<file path="src/rtl/nonogram_render.sv">
`default_nettype none
`timescale 1ns/1ps
// ============================================================================
//  Module   : nonogram_render
//  Purpose  : Loads NxN nonogram clues/solution over valid/ready streams and
//             renders clues, grid lines and tiles as a 2-cycle RGB444 stream.
//  Revision : 1.0 - initial release
// ============================================================================
module nonogram_render #(
    parameter int N    = 10,
    parameter int K    = 5,
    parameter int CW   = 4,
    parameter int CELL = 16
) (
    input  logic              clock_i,
    input  logic              reset_i,
    input  logic              load_start_i,
    input  logic              solver_done_i,
    input  logic              clue_valid_i,
    output logic              clue_ready_o,
    input  logic [K*CW-1:0]   clue_data_i,
    input  logic              grid_valid_i,
    output logic              grid_ready_o,
    input  logic [N-1:0]      grid_data_i,
    input  logic              show_solution_i,
    input  logic [12:0]       hcount_i,
    input  logic [12:0]       vcount_i,
    output logic [11:0]       pixel_out_o,
    output logic              clues_loaded_o,
    output logic              grid_loaded_o,
    output logic              busy_o
);

    localparam int LB  = $clog2(CELL);
    localparam int SS  = LB - 3;
    localparam int RW  = $clog2(N);
    localparam int CIW = $clog2(2 * N);
    localparam int JW  = (K > 1) ? $clog2(K) : 1;

    localparam logic [12:0]    OFF_PX    = 13'(K * CELL);
    localparam logic [12:0]    END_PX    = 13'((K + N) * CELL);
    localparam logic [12:0]    KC        = 13'(K);
    localparam logic [CIW-1:0] LAST_CLUE = CIW'(2 * N - 1);
    localparam logic [CIW-1:0] LAST_ROW  = CIW'(N - 1);
    localparam logic [11:0]    C_BLACK   = 12'h000;
    localparam logic [11:0]    C_WHITE   = 12'hFFF;

    localparam logic [1:0] S_IDLE  = 2'd0;
    localparam logic [1:0] S_CLUES = 2'd1;
    localparam logic [1:0] S_GRID  = 2'd2;

    localparam logic [2:0] R_WHITE = 3'd0;
    localparam logic [2:0] R_LINE  = 3'd1;
    localparam logic [2:0] R_CELL  = 3'd2;
    localparam logic [2:0] R_TOP   = 3'd3;
    localparam logic [2:0] R_LEFT  = 3'd4;

    logic [1:0]      state_q, state_d;
    logic [CIW-1:0]  cnt_q;
    logic            clues_loaded_q, grid_loaded_q;
    logic [K*CW-1:0] clue_mem_q [2*N];
    logic [N-1:0]    grid_mem_q [N];

    always_ff @(posedge clock_i or posedge reset_i) begin
        if (reset_i) state_q <= S_IDLE;
        else         state_q <= state_d;
    end

    always_comb begin
        state_d = state_q;
        case (state_q)
            S_IDLE: begin
                if (load_start_i)       state_d = S_CLUES;
                else if (solver_done_i) state_d = S_GRID;
            end
            S_CLUES: if (clue_valid_i && cnt_q == LAST_CLUE) state_d = S_IDLE;
            S_GRID:  if (grid_valid_i && cnt_q == LAST_ROW)  state_d = S_IDLE;
            default: state_d = S_IDLE;
        endcase
    end

    always_comb begin
        clue_ready_o = (state_q == S_CLUES);
        grid_ready_o = (state_q == S_GRID);
        busy_o       = (state_q != S_IDLE);
    end

    always_ff @(posedge clock_i or posedge reset_i) begin
        if (reset_i) begin
            cnt_q          <= '0;
            clues_loaded_q <= 1'b0;
            grid_loaded_q  <= 1'b0;
            for (int i = 0; i < 2 * N; i++) clue_mem_q[i] <= '0;
            for (int i = 0; i < N; i++)     grid_mem_q[i] <= '0;
        end else begin
            case (state_q)
                S_IDLE: begin
                    if (load_start_i) begin
                        cnt_q          <= '0;
                        clues_loaded_q <= 1'b0;
                    end else if (solver_done_i) begin
                        cnt_q         <= '0;
                        grid_loaded_q <= 1'b0;
                    end
                end
                S_CLUES: if (clue_valid_i) begin
                    clue_mem_q[cnt_q] <= clue_data_i;
                    cnt_q             <= cnt_q + 1'b1;
                    if (cnt_q == LAST_CLUE) clues_loaded_q <= 1'b1;
                end
                S_GRID: if (grid_valid_i) begin
                    grid_mem_q[cnt_q[RW-1:0]] <= grid_data_i;
                    cnt_q                     <= cnt_q + 1'b1;
                    if (cnt_q == LAST_ROW) grid_loaded_q <= 1'b1;
                end
                default: cnt_q <= '0;
            endcase
        end
    end

    assign clues_loaded_o = clues_loaded_q;
    assign grid_loaded_o  = grid_loaded_q;

    // Stage 1: geometry, region classification and memory reads
    logic [12:0]     w_cx, w_cy;
    logic [LB-1:0]   w_lx, w_ly;
    logic [2:0]      w_gcs, w_grs;
    logic [RW-1:0]   w_grow, w_gcol;
    logic [CIW-1:0]  w_cidx;
    logic [JW-1:0]   w_j;
    logic [K*CW-1:0] w_word;
    logic [CW-1:0]   w_field;

    logic [2:0] s1_region_q, s1_region_d;
    logic       s1_fill_q, s1_show_q, s1_gload_q, s1_cload_q, s1_in_q, s1_in_d;
    logic [3:0] s1_v_q;
    logic [2:0] s1_gr_q, s1_gc_q;

    assign w_cx  = hcount_i >> LB;
    assign w_cy  = vcount_i >> LB;
    assign w_lx  = hcount_i[LB-1:0];
    assign w_ly  = vcount_i[LB-1:0];
    assign w_gcs = w_lx[LB-1:SS];
    assign w_grs = w_ly[LB-1:SS];

    always_comb begin
        if (hcount_i > END_PX || vcount_i > END_PX || (hcount_i < OFF_PX && vcount_i < OFF_PX))
            s1_region_d = R_WHITE;
        else if (w_lx == '0 || w_ly == '0)
            s1_region_d = R_LINE;
        else if (w_cx >= KC && w_cy >= KC)
            s1_region_d = R_CELL;
        else if (w_cy < KC)
            s1_region_d = R_TOP;
        else
            s1_region_d = R_LEFT;
    end

    // Index arithmetic is done modulo the index width; it is only meaningful inside its region
    always_comb begin
        w_grow = '0;
        w_gcol = '0;
        w_cidx = '0;
        w_j    = '0;
        case (s1_region_d)
            R_CELL: begin
                w_grow = w_cy[RW-1:0] - RW'(K);
                w_gcol = w_cx[RW-1:0] - RW'(K);
            end
            R_TOP: begin
                w_cidx = w_cx[CIW-1:0] - CIW'(K);
                w_j    = JW'(K - 1) - w_cy[JW-1:0];
            end
            R_LEFT: begin
                w_cidx = CIW'(N) + w_cy[CIW-1:0] - CIW'(K);
                w_j    = JW'(K - 1) - w_cx[JW-1:0];
            end
            default: w_j = '0;
        endcase
    end

    assign w_word  = clue_mem_q[w_cidx];
    assign w_field = w_word[w_j*CW +: CW];
    assign s1_in_d = (w_gcs >= 3'd1) && (w_gcs <= 3'd5) && (w_grs >= 3'd1);

    always_ff @(posedge clock_i or posedge reset_i) begin
        if (reset_i) begin
            s1_region_q <= R_WHITE;
            s1_fill_q   <= 1'b0;
            s1_show_q   <= 1'b0;
            s1_gload_q  <= 1'b0;
            s1_cload_q  <= 1'b0;
            s1_in_q     <= 1'b0;
            s1_v_q      <= '0;
            s1_gr_q     <= '0;
            s1_gc_q     <= '0;
        end else begin
            s1_region_q <= s1_region_d;
            s1_fill_q   <= grid_mem_q[w_grow][w_gcol];
            s1_show_q   <= show_solution_i;
            s1_gload_q  <= grid_loaded_q;
            s1_cload_q  <= clues_loaded_q;
            s1_in_q     <= s1_in_d;
            s1_v_q      <= 4'(w_field);
            s1_gr_q     <= w_grs - 3'd1;
            s1_gc_q     <= w_gcs - 3'd1;
        end
    end

    // 5x7 glyphs, row 0 in the top bits, leftmost column is the row MSB
    function automatic logic [34:0] glyph(input logic [3:0] v);
        case (v)
            4'h0:    glyph = 35'b01110_10001_10011_10101_11001_10001_01110;
            4'h1:    glyph = 35'b00100_01100_00100_00100_00100_00100_01110;
            4'h2:    glyph = 35'b01110_10001_00001_00010_00100_01000_11111;
            4'h3:    glyph = 35'b01110_10001_00001_00110_00001_10001_01110;
            4'h4:    glyph = 35'b00010_00110_01010_10010_11111_00010_00010;
            4'h5:    glyph = 35'b11111_10000_11110_00001_00001_10001_01110;
            4'h6:    glyph = 35'b00110_01000_10000_11110_10001_10001_01110;
            4'h7:    glyph = 35'b11111_00001_00010_00100_01000_01000_01000;
            4'h8:    glyph = 35'b01110_10001_10001_01110_10001_10001_01110;
            4'h9:    glyph = 35'b01110_10001_10001_01111_00001_00010_01100;
            4'hA:    glyph = 35'b01110_10001_10001_11111_10001_10001_10001;
            4'hB:    glyph = 35'b11110_10001_10001_11110_10001_10001_11110;
            4'hC:    glyph = 35'b01110_10001_10000_10000_10000_10001_01110;
            4'hD:    glyph = 35'b11110_10001_10001_10001_10001_10001_11110;
            4'hE:    glyph = 35'b11111_10000_10000_11110_10000_10000_11111;
            default: glyph = 35'b11111_10000_10000_11110_10000_10000_10000;
        endcase
    endfunction

    logic [34:0] w_glyph;
    logic [5:0]  w_gidx;
    logic        w_font;
    logic [11:0] pixel_d, pixel_q;

    assign w_glyph = glyph(s1_v_q);
    assign w_gidx  = 6'd34 - 6'd5 * {3'b000, s1_gr_q} - {3'b000, s1_gc_q};
    assign w_font  = w_glyph[w_gidx];

    always_comb begin
        pixel_d = C_WHITE;
        case (s1_region_q)
            R_LINE: pixel_d = C_BLACK;
            R_CELL: pixel_d = (s1_show_q && s1_gload_q && s1_fill_q) ? C_BLACK : C_WHITE;
            R_TOP, R_LEFT:
                pixel_d = (s1_cload_q && s1_v_q != 4'h0 && s1_in_q && w_font) ? C_BLACK : C_WHITE;
            default: pixel_d = C_WHITE;
        endcase
    end

    always_ff @(posedge clock_i or posedge reset_i) begin
        if (reset_i) pixel_q <= C_WHITE;
        else         pixel_q <= pixel_d;
    end

    assign pixel_out_o = pixel_q;

endmodule
`default_nettype wire

</file>
<file path="config.mk">
export PLATFORM = sky130hd
export DESIGN_NAME = nonogram_render
export DESIGN_NICKNAME = d
export VERILOG_FILES = /design/src/rtl/nonogram_render.sv
export SDC_FILE = /design/constraint.sdc
export NUM_CORES = 1
export LEC_CHECK = 0
export CORE_MARGIN = 2
export CORE_UTILIZATION = 48
export CTS_CLUSTER_DIAMETER = 60
export CTS_CLUSTER_SIZE = 28
export DETAILED_ROUTE_END_ITERATION = 7
export PLACE_DENSITY = 0.67
export SYNTH_ARGS = -nofsm -noshare
export SYNTH_HDL_FRONTEND = slang
export SYNTH_SLANG_ARGS = --single-unit
</file>
<file path="constraint.sdc">
create_clock -name clock_i -period 15 [get_ports clock_i]
set_clock_uncertainty 0.05 [all_clocks]
set_input_delay 1.5 -clock clock_i [delete_from_list [all_inputs] [get_ports clock_i]]
set_output_delay 1.5 -clock clock_i [all_outputs]
set_load 0.01 [all_outputs]
</file>
### Word level (Yosys, flattened, before mapping)

Memory sizes are Yosys's and may differ from the RTL's.
Cells that the tools add are included.
W data, S select, Z words.

* shift-type cells: 1
* muxes and demuxes: 46
* magnitude comparators: 18
* reduce and logical (&&, ||, !) cells: 30
* bitwise gates (word level): 4
* $mul: 1
* eq/ne operators: 21
* add/subtract/negate cells: 12

Operators by type and width (number)
* $bwmux W400: 1
* $bmux W20 S5: 1
* $bwmux W100: 1
* $demux W20 S5: 1
* $mux W20: 3
* $bmux W10 S4: 1
* $demux W10 S4: 1
* $pmux W12 S3: 1
* $mux W10: 3
* $gt A13 B8 Y1 const B: 2
* $lt A13 B7 Y1 const B: 2
* $mux W12: 2
* $mux W5: 4
* $shiftx A20 B6 Y4: 1
* $ge A9 B3 Y1 const B: 2
* $pmux W5 S3: 1
* $logic_and A1 B1 Y1: 13
* $eq A3 B2 Y1 const B: 4
* $ge A6 B6 Y1 const B: 2
* $mux W3: 4
* $not A5 Y6: 2
* $ge A5 B5 Y1 const B: 2
* $ne A2 B2 Y1 const B: 5
* $not A4 Y5: 2
* other kinds (43): 72

* memories: 1
* ROM bits: 560
* flip-flop bits (word level): 539
* output and inout bits: 17
* input port bits: 63

Memories
* (name not given): depth 16, width 35, read ports 1, clocked after Yosys merged registers in 0, write ports 0, RTL line 212 `case (v)`

### Logic depth before layout (Yosys ltp)

Gate-level depths: netlist of the first run.

* word-level depth: 13
* depth in mapped cells: 18

### Least setup slack after synthesis of the first run

OpenSTA, ideal clock, no wires.

* path type: input port to flip-flop
* from: input hcount_i[8]
* to: register s1_v_q[3]
* slack: 9.697 ns
* data arrival time: 5.133 ns
* stages: 17
* path through: or4_1 nor4_1 and3_1 clkbuf_1 clkbuf_1 buf_1 nand2_1 nor2_1 a21oi_1 ha_1 a221o_1 nand3_1 nor3_1 nand2_1 nor2_1 or4_1 a31o_1

* longest elaborated chain between the ends: 12
* elaborated cells between the ends (all ways): 20
* those cells by class: add/sub: 1; order compare: 3; eq/ne: 2; shift: 1; mux: 8; bitwise: 1; reduce/logical: 4

Ends and longest elaborated chain
* start, declared: RTL line 26 `input logic [12:0] hcount_i,`
* $ge A9 B3 Y1: RTL line 151 `else if (w_cx >= KC && w_cy >= KC)`
* $logic_and A1 B1 Y1: RTL line 151
* $mux W3: RTL line 151
* $mux W3: RTL line 149 `else if (w_lx == '0 || w_ly == '0)`
* $mux W3: RTL line 147 `if (hcount_i > END_PX || vcount_i > END_PX || (hcount_i < OFF_PX && vcount_i < OFF_PX))`
* $eq A3 B3 Y1 / $eq A3 B2 Y1 (equally long branches): RTL line 165 `case (s1_region_d)`
* $pmux W5 S2: RTL line 165
* $not A5 Y6 (implied by the code): RTL line 182 `assign w_word = clue_mem_q[w_cidx];`
* $bmux W20 S5: RTL line 182
* $mux W20 (implied by the code) (2 in series): RTL line 182
* $shiftx A20 B6 Y4 (*): RTL line 183 `assign w_field = w_word[w_j*CW +: CW];`
* net w_field[3]: RTL line 132 `logic [CW-1:0] w_field;`
* end signal, assigned: RTL line 204 `s1_v_q <= 4'(w_field);`
* end, declared: RTL line 136 `logic [3:0] s1_v_q;`

Mark *: on every way through the listed nets, which the timed path passes. The rest lies on a longest branch. The select of a mux whose other input is x is not followed.
A chain may end at the register's enable or synchronous reset.

### Worst setup path in the final report of the first run

Same ends and word-level chain as after synthesis.

==> metrics.txt, run 1 <==
share of cells above drive strength 1 0.309; largest family of logic cells by synthesized area multiplexers; root buf cell clkbuf_16; area of the mapped netlist about 0.026 sq mm; Avg Cell Area, Syn ~12 sq um; number of global-route vias before repair ~18000; core footprint about 0.055 sq mm; worst min path class flop to flop; final instance area between 0.02 and 0.03 sq mm; port buffer count 79; library cells used by synthesis 78; crit end category flop; largest net degree at the start of global routing 84; DRC violations left 0; f_max approximately 150 MHz; Pins Over Slew Limit 0; Routed WL ~70000 microns; Ports 80; post-route clock period utilization 0.453; post-synth net total ~2300; FILL cells around 4600; Syn-to-layout area delta 9.94%; register area about 0.013 sq mm; Leak 0.0137 uW; CTS tree done; Initial Util 0.483; number of enable flip-flop cells after synthesis 0; Post-Synthesis Cells between 2000 and 2500; initial antenna violation count 0; Horiz. Die Dim between 200 and 250 microns; footprint of the multi-input gates approximately 0.012 sq mm; wire per inst ~24 microns; maximum VDD drop slightly above 0.1 mV; Die Area 0.0570 sq mm; adder-cell area share of the yosys netlist 0.0176; post-CTS sizing 0; critical path, cell by cell clkdlybuf4s50_1 -> or4_1 -> nor4_1 -> nand3_1 -> a21oi_4 -> buf_4 -> buf_4 -> mux2i_1 -> o22ai_1 -> nor4_1 -> a211oi_1 -> or4_1 -> a31o_1; Area contributors post-synth dfrtp_1 50%, mux2_2 22%, mux2i_1 3.4%, nand2_1 2.9%, mux4_2 2.4%; final global-route overflow total 0; Synth Area in Compound Gates 0.0800; unrepaired setup endpoints after global routing no; worst skew pair latency between 500 and 600 ps; CTS Buffer Depth 3; CTS sink count 528; Placed Area between 0.02 and 0.03 sq mm; Req. time, crit path roughly 15000 ps; DRT iter0 DRCs about 1500; # H-tree levels 2; Post-DRT Antenna Nets 0; CP max stage delay ~700 ps; #FFs+latches synth 528; Slew @ Worst Pin 1120 ps; CP startpoint kind input pin; hold_buf cts 0; Num CTS Buffers 38; WS Path Type input pin to flop; drt pass-1 iters 5; chip height 239 microns; Yosys Warn Count 0; first-pass GRT wire length roughly 110000 microns; leading area contributor after synthesis dfrtp_1; Worst-path clk slew about 90 ps; max-cap violations 0; Total GRT Usage 0.254; Vias between 15000 and 20000; Final Wtd Congestion around 0.9; DR vias/cell about 6.3; XOR/XNOR Fraction of Synth Area 0.00464; crit path max fanout 56; status finished, final reports clean; Post-CTS Repair Setup Buffers 0; Yosys top cell area share 0.499; # nets final between 2000 and 2500; DPL Wire Length between 40000 and 50000 microns; count of final hold-check violations 0; FF-to-FF setup slack roughly 12000 ps; CP Data Arrival Time 7210 ps; post-synthesis sequential area ratio 0.500; min Tclk post-route 6790 ps; setup tns final 0 ps; share of flip-flops with an asynchronous set or reset 1.00; Simple-Gate Fraction of Synth Area 0.0823; Power Density 123 mW/mm^2; Post-synth top flop dfrtp_1; multiplexer share of the synthesized area 0.279; slew margin rel. 0.248; CP max-delay cell or4_1; setup violators final 0; FP Rows 86; n_diodes 0
## Yosys cell counts (34+ instances only)
master    count
a21oi_1      71
clkbuf_1    127
mux2i_1      90
dfrtp_1     527
mux2_2      518
nand3_1      92
nand2_1     207
ha_1         34
nor2_1       64
o21ai_0      62
inv_1        37
## path summary, 6_finish.rpt
path / depth (start not counted) / startpoint / end
hold reg to reg: 0 / grid_loaded_o / s1_gload_q
hold / removal: 0 / grid_loaded_o / s1_gload_q
setup reg to reg: 11 / s1_gr_q[0] / pixel_out_o[10]
setup / recovery: 13 / hcount_i[8] / s1_v_q[3]
max in group asynchronous: 5 / reset_i / clue_mem_q[39]
min in group asynchronous: 2 / reset_i / clue_mem_q[45]
## per-layer routing
layer / part of all wire / global-route usage / wire, microns / up-vias
li1: - / - / - / 8045
met1: 0.44 / 0.358 / 31800 / 9597
met2: 0.46 / 0.407 / 33300 / 676
met3: 0.063 / 0.0319 / 4530 / 143
met4: 0.032 / 0.0848 / 2290 / 0
met5: 0 / 0 / 0 / -
## worst max-delay path, delay by kind of cell
kind	cells	cell delay (ps)
compound gates	4	710
buf+inv	3	1760
mux	1	250
simple gates	5	2840
## layout by cell type, fill, tap and decap left out, drive strengths merged, types with 7 or more instances in the layout
master           n
o31ai            7
a21oi           73
inv             52
o21ai           68
a31oi           28
and3            12
nor4            13
clkinv          11
ha              34
nand3           92
nand4            8
o22ai           25
nand2b           7
xor2            10
clkbuf          40
a211oi          18
mux4            28
nand2          207
dfrtp          527
a22oi           17
nor3            29
clkdlybuf4s50   78
a21o             8
mux2           518
mux2i           90
buf             51
nor2b            7
nor2            64
## layout make-up
cell class / count / area share
Sequential cell: 528 / 0.455
Multi-Input combinational cell: 1478 / 0.423
Clock inverter: 29 / 0.0128
Clock buffer: 40 / 0.0341
Timing Repair Buffer: 129 / 0.0400
Tap cell: 704 / 0.0303
Inverter: 39 / 0.00517
## sequential cells by signal, summed over array words and instances, names as in the netlist
| register | flops |
|---|---|
| grid_loaded_o | 1 |
| pixel_out_o | 1 |
| grid_mem_q | 100 |
| s1_in_q | 1 |
| s1_show_q | 1 |
| s1_gload_q | 1 |
| s1_cload_q | 1 |
| s1_region_q | 3 |
| s1_gr_q | 3 |
| clue_mem_q | 400 |
| s1_v_q | 4 |
| cnt_q | 5 |
| clues_loaded_o | 1 |
| s1_gc_q | 3 |
| s1_fill_q | 1 |
| state_q | 2 |
## metrics by stage
| step | hold slack (ps) | worst slack [ps] | std cells | total power, uW | util |
|---|---|---|---|---|---|
| after floorplan | 403 | 6270 | 2239 | 2260 | - |
| after global placement | 376 | 7980 | 2878 | 2430 | 0.506 |
| after detailed placement | 370 | 7740 | 2878 | 2460 | 0.506 |
| after CTS | 369 | 8330 | 2947 | 3590 | 0.531 |
| after global routing | 405 | 8030 | 2947 | 3750 | 0.531 |
| final | 371 | 8210 | 2947 | 3580 | 0.531 |
## kinds of logic (layout without fill, tap and decap cells)
kind of cell,count (synthesis),after routing
AO/OA/AOI/OAI,322,322
multiplexers,636,636
adder cells (fa/ha/maj),36,36
XOR/XNOR,14,14
AND/OR/NAND/NOR,470,470
buffers and inverters,233,237
flip-flops,528,528
## power by group
part	switching [uW]	total (uW)	internal, uW	leakage, uW
clock	579	1150	567	0.000666
combinational	361	709	348	0.00580
sequential	119	1730	1610	0.00721
total	1060	3580	2520	0.0137
Power figures use the tool's default switching activity.
==> run 2, diff against run 1 <==
--- a/config.mk
+++ b/config.mk
@@ -10,7 +10,6 @@
 export CTS_CLUSTER_DIAMETER = 60
 export CTS_CLUSTER_SIZE = 28
 export DETAILED_ROUTE_END_ITERATION = 7
-export PLACE_DENSITY = 0.67
 export SYNTH_ARGS = -nofsm -noshare
 export SYNTH_HDL_FRONTEND = slang
 export SYNTH_SLANG_ARGS = --single-unit
==> constraint.sdc (replaced) <==
create_clock -name clock_i -period 6.75 [get_ports clock_i]
set_clock_uncertainty 0.05 [all_clocks]
set_input_delay 0.675 -clock clock_i [delete_from_list [all_inputs] [get_ports clock_i]]
set_output_delay 0.675 -clock clock_i [all_outputs]
set_load 0.01 [all_outputs]
==> metrics.txt, run 2 (synthesis gave the netlist of run 1 again) <==
status finished, final reports clean (unchanged); Regs by FF count clue_mem_q (400), grid_mem_q (100), cnt_q (5) (unchanged); max-cap violations 0 (unchanged); DPL Wire Length 48100 microns (was 46100 microns); # nets final 2317 (was 2313); setup violators final 0 (unchanged); FILL cells 4620 (was 4649); Slew @ Worst Pin 1320 ps (was 1120 ps); Die Area 0.0570 sq mm (unchanged); f_max 192 MHz; CP Data Arrival Time 5640 ps (was 7210 ps); first-pass GRT wire length 115000 microns (was 111000 microns); crit path max fanout 47 (was 56); share of cells above drive strength 1 0.311 (was 0.309); hold_buf cts 0 (unchanged); largest register by flop count clue_mem_q (unchanged); initial antenna violation count 1 (was 0); CTS tree done (unchanged); unrepaired setup endpoints after global routing no (unchanged); final global-route overflow total 0 (unchanged); CTS sink count 528 (unchanged); drt pass-1 iters 5 (unchanged); Total GRT Usage 0.263 (was 0.254); Syn-to-layout area delta 11.1% (was 9.94%); FP Rows 86 (unchanged); fin util 0.536 (was 0.531); largest net degree at the start of global routing 164 (was 84); post-CTS sizing 0 (unchanged); Leak 0.0138 uW (was 0.0137 uW); core footprint 0.0548 sq mm (unchanged); Ports 80 (unchanged); Power Density 282 mW/mm^2 (was 123 mW/mm^2); root buf cell clkbuf_16 (unchanged); wire per inst 25.2 microns (was 24.4 microns); number of global-route vias before repair 18502 (was 18478); n_diodes 0 (unchanged); number of flip-flops in the largest register 400 (unchanged); worst skew pair latency 600 ps (was 580 ps); commonest cells after routing, fill and taps aside 527 x dfrtp_1, 518 x mux2_2, 205 x nand2_1 (was 527 x dfrtp_1, 518 x mux2_2, 207 x nand2_1); CTS Buffer Depth 3 (unchanged); DRT iter0 DRCs 1656 (was 1536); DR vias/cell 6.21 (was 6.26); # H-tree levels 2 (unchanged); port buffer count 79 (unchanged); Initial Util 0.483 (unchanged); Pins Over Slew Limit 0 (unchanged); Post-DRT Antenna Nets 0 (unchanged); Post-CTS Repair Setup Buffers 0 (unchanged); Placed Area 0.0278 sq mm (was 0.0277 sq mm); Worst-path clk slew 70 ps (was 90 ps); count of final hold-check violations 0 (unchanged); slew margin rel. 0.118 (was 0.248); Horiz. Die Dim 239 microns (unchanged); crit end category flop (unchanged); Routed WL 74400 microns (was 72000 microns); worst min path class flop to flop (unchanged); WS Path Type input pin to flop (unchanged); DRC violations left 0 (unchanged); CP startpoint kind input pin (unchanged); maximum VDD drop 0.174 mV (was 0.102 mV); post-route clock period utilization 0.772; Final Wtd Congestion 0.932 (was 0.881); Num CTS Buffers 42 (was 38); Req. time, crit path 7180 ps (was 15410 ps); Vias 18345 (was 18461); chip height 239 microns (unchanged); min Tclk post-route around 5200 ps; most common cell after layout, fill and taps aside dfrtp_1 (unchanged); final instance area 0.0294 sq mm (was 0.0291 sq mm)
==> run 2: cell types whose count changed in the layout (fill, tap and decap cells not counted), sizes merged <==
cell	change
inv	-1
bufinv	+2
clkinvlp	-1
clkbuf	+8
==> run 2: cell type report <==
| type | count | area, sq um | share of cell area |
|---|---|---|---|
| well taps | 704 | 881 | 0.0300 |
| clock inverters | 29 | 452 | 0.0154 |
| flip-flops and latches | 528 | 13200 | 0.450 |
| clock buffers | 48 | 1140 | 0.0387 |
| repair buffers | 129 | 1240 | 0.0421 |
| inverters | 39 | 150 | 0.00511 |
| multi-input cells | 1478 | 12300 | 0.419 |
==> run 2: layer usage <==
metal / part of all wire / vias up / GRT usage / wire length, microns
li1: - / 8056 / - / -
met1: 0.46 / 9598 / 0.378 / 33900
met2: 0.46 / 581 / 0.420 / 34300
met3: 0.061 / 108 / 0.0430 / 4540
met4: 0.022 / 2 / 0.0608 / 1620
met5: 0.00022 / - / 0 / 16
==> run 2: worst paths after layout <==
path	startpoint	to	slack, ps	cells past startpoint
setup / recovery	hcount_i[8]	s1_v_q[3]	1540	11
min in group asynchronous	reset_i	clue_mem_q[71]	530	2
setup reg to reg	s1_gr_q[0]	pixel_out_o[10]	3280	11
hold reg to reg	grid_loaded_o	s1_gload_q	390	0
hold / removal	grid_loaded_o	s1_gload_q	390	0
max in group asynchronous	reset_i	clue_mem_q[99]	4450	4
==> run 2: power breakdown <==
group          internal, uW  switching [uW]
sequential             3580             269
clock                  1490            1350
combinational           777             832
==> run 2: per-stage QoR <==
stage          hold WS [ps]  total power (uW)  setup WS [ps]  setup TNS (ps)  cells
6_report                393              8290           1540               0   2955
5_1_grt                 412              8670           1280               0   2955
4_1_cts                 402              8340           1640               0   2955
3_5_place_dp            391              5500           1030               0   2878
3_3_place_gp            391              5460           1150               0   2878
2_1_floorplan           403              5010          -1150         -606210   2239
==> run 2: worst max-delay path: stages <==
cell             delay [ps]
clkdlybuf4s50_1         460
or4_1                   690
nor4_1                  410
nand3_1                 570
a21oi_4                 720
buf_4                   650
mux4_2                  410
a22oi_1                 200
nor2_1                   50
or4_1                   570
a31o_1                  210
==> run 3, diff against run 2 <==
--- a/config.mk
+++ b/config.mk
@@ -10,6 +10,7 @@
 export CTS_CLUSTER_DIAMETER = 60
 export CTS_CLUSTER_SIZE = 28
 export DETAILED_ROUTE_END_ITERATION = 7
+export PLACE_DENSITY = 0.67
 export SYNTH_ARGS = -nofsm -noshare
 export SYNTH_HDL_FRONTEND = slang
 export SYNTH_SLANG_ARGS = --single-unit
==> constraint.sdc (replaced) <==
create_clock -name clock_i -period 4.6 [get_ports clock_i]
set_clock_uncertainty 0.05 [all_clocks]
set_input_delay 0.46 -clock clock_i [delete_from_list [all_inputs] [get_ports clock_i]]
set_output_delay 0.46 -clock clock_i [all_outputs]
set_load 0.01 [all_outputs]
==> metrics.txt, run 3 (synthesis gave the netlist of run 1 again) <==
DPL Wire Length 48300 microns (was 48100 microns); Psw 3480 uW (was 2450 uW); initial antenna violation count 3 (was 1); dpl ws -110 ps (was 1030 ps); max-cap violations 0 (unchanged); CP max stage delay 580 ps (was 720 ps); CTS Buffer Depth 3 (unchanged); WS Path Type input pin to flop (unchanged); Syn-to-layout area delta 12.8% (was 11.1%); slew margin rel. 0.218 (was 0.118); Post-DRT Antenna Nets 0 (unchanged); core footprint 0.0548 sq mm (unchanged); chip height 239 microns (unchanged); Internal 8090 uW (was 5840 uW); wire per inst 24.0 microns (was 25.2 microns); crit path max fanout 16 (was 47); maximum VDD drop 0.269 mV (was 0.174 mV); Pins Over Slew Limit 0 (unchanged); most common cell after layout, fill and taps aside dfrtp_1 (unchanged); Horiz. Die Dim 239 microns (unchanged); largest net degree at the start of global routing 129 (was 164); Ports 80 (unchanged); placed cells 2963 (was 2878); final global-route overflow total 0 (unchanged); post-route clock period utilization 0.917; number of flip-flops in the largest register 400 (unchanged); largest register by flop count clue_mem_q (unchanged); min Tclk post-route 4220 ps; logic gate share of total power 0.200 (was 0.194); Power Density 388 mW/mm^2 (was 282 mW/mm^2); # nets final 2397 (was 2317); Leak 0.0141 uW (was 0.0138 uW); critical path, cell by cell clkdlybuf4s50_1 -> inv_1 -> ha_1 -> o31a_1 -> buf_4 -> o31a_1 -> or3_1 -> a21oi_4 -> buf_12 -> mux2i_1 -> o22ai_1 -> nor4_1 -> buf_4 -> a211oi_1 -> or4_1 -> a31o_1 (was clkdlybuf4s50_1 -> or4_1 -> nor4_1 -> nand3_1 -> a21oi_4 -> buf_4 -> mux4_2 -> a22oi_1 -> nor2_1 -> or4_1 -> a31o_1); beginning of the critical path hcount_i[5] (was hcount_i[8]); Die Area 0.0570 sq mm (unchanged); commonest cells after routing, fill and taps aside 527 x dfrtp_1, 518 x mux2_2, 207 x nand2_1 (was 527 x dfrtp_1, 518 x mux2_2, 205 x nand2_1); Routed WL 72600 microns (was 74400 microns); CP Data Arrival Time 4640 ps (was 5640 ps); DR vias/cell 6.15 (was 6.21); Worst-path clk slew 90 ps (was 70 ps); DRC violations left 0 (unchanged); Final Wtd Congestion 0.902 (was 0.932); Sequential Power Share 0.491 (was 0.464); DRT iter0 DRCs 1820 (was 1656); status finished, final reports clean (unchanged); Req. time, crit path 5020 ps (was 7180 ps); f_max ~240 MHz; non-filler instance count after layout 3031 (was 2955); drt pass-1 iters 5 (unchanged); FP Rows 86 (unchanged); count of final hold-check violations 0 (unchanged); CTS sink count 528 (unchanged); Post-CTS Repair Setup Buffers 0 (unchanged); port buffer count 79 (unchanged); clock group share of total power 0.309 (was 0.342); setup violators final 0 (unchanged); Regs by FF count clue_mem_q (400), grid_mem_q (100), cnt_q (5) (unchanged); worst setup margin 384 ps (was 1540 ps); CTS tree done (unchanged); post-CTS sizing 0 (unchanged); Num CTS Buffers 37 (was 42); CP max-delay cell clkdlybuf4s50_1 (was a21oi_4); # H-tree levels 2 (unchanged); root buf cell clkbuf_16 (unchanged); FF-to-FF Start s1_gr_q[0] (unchanged); crit end category flop (unchanged); CP startpoint kind input pin (unchanged); Top delay family on crit path simple AND/OR/NAND/NOR gates (unchanged); CP Buf/Inv Count 5 (was 2); worst min path class input pin to asynchronous set/reset pin (was flop to flop); unrepaired setup endpoints after global routing no (unchanged); share of cells above drive strength 1 0.334 (was 0.311); hold_buf cts 0 (unchanged); Slew @ Worst Pin 1170 ps (was 1320 ps); number of global-route vias before repair 18796 (was 18502); worst skew pair latency 590 ps (was 600 ps); Total GRT Usage 0.258 (was 0.263); Vias 18626 (was 18345); Net Sw Frac 0.300 (was 0.295); first-pass GRT wire length 113000 microns (was 115000 microns); Initial Util 0.483 (unchanged)
[run 3: power by group through the flow]
stage	registers (uW)	clock network [uW]	logic (uW)
3_5_place_dp	5760	0	2300
2_1_floorplan	5570	0	1780
5_1_grt	5760	3810	2540
3_3_place_gp	5730	0	2240
6_report	5680	3570	2320
4_1_cts	5670	3640	2320
[run 3: path summary, 6_finish.rpt]
path | end | slack [ps] | cells past startpoint
max | s1_v_q[3] | 380 | 16
min | clue_mem_q[66] | 280 | 2
min in group clock_i | s1_show_q | 290 | 1
min reg2reg | s1_gload_q | 410 | 0
max in group asynchronous | s1_gload_q | 3110 | 3
max reg2reg | pixel_out_o[10] | 1080 | 12
[run 3: routing by layer]
| layer | up-vias | part of all wire | GRT usage |
|---|---|---|---|
| met3 | 115 | 0.057 | 0.0364 |
| met2 | 612 | 0.47 | 0.421 |
| met4 | 2 | 0.025 | 0.0693 |
| met5 | - | 0.00012 | 0 |
| met1 | 9667 | 0.45 | 0.363 |
| li1 | 8230 | - | - |
[run 3: cell type report]
class                      count  area, sq um
timing repair buffer         214         1970
tap                          704          881
clock buffer                  41          993
clock inverter                26          322
inverter                      39          150
sequential                   528        13200
multi-input combinational   1478        12300
fill                        4613        24900
antenna                        1         2.50
[run 3: per-stage QoR]
stage          instance area (sq um)  power, uW  hold slack [ps]  utilization  setup TNS [ps]
6_report                       29800      11600              276        0.545               0
5_1_grt                        29800      12100              293        0.545               0
4_1_cts                        29800      11600              277        0.545               0
3_5_place_dp                   28500       8070              390        0.521            -134
3_3_place_gp                   28500       7970              385        0.521           -25.4
2_1_floorplan                  26400       7360              403            -        -1627040
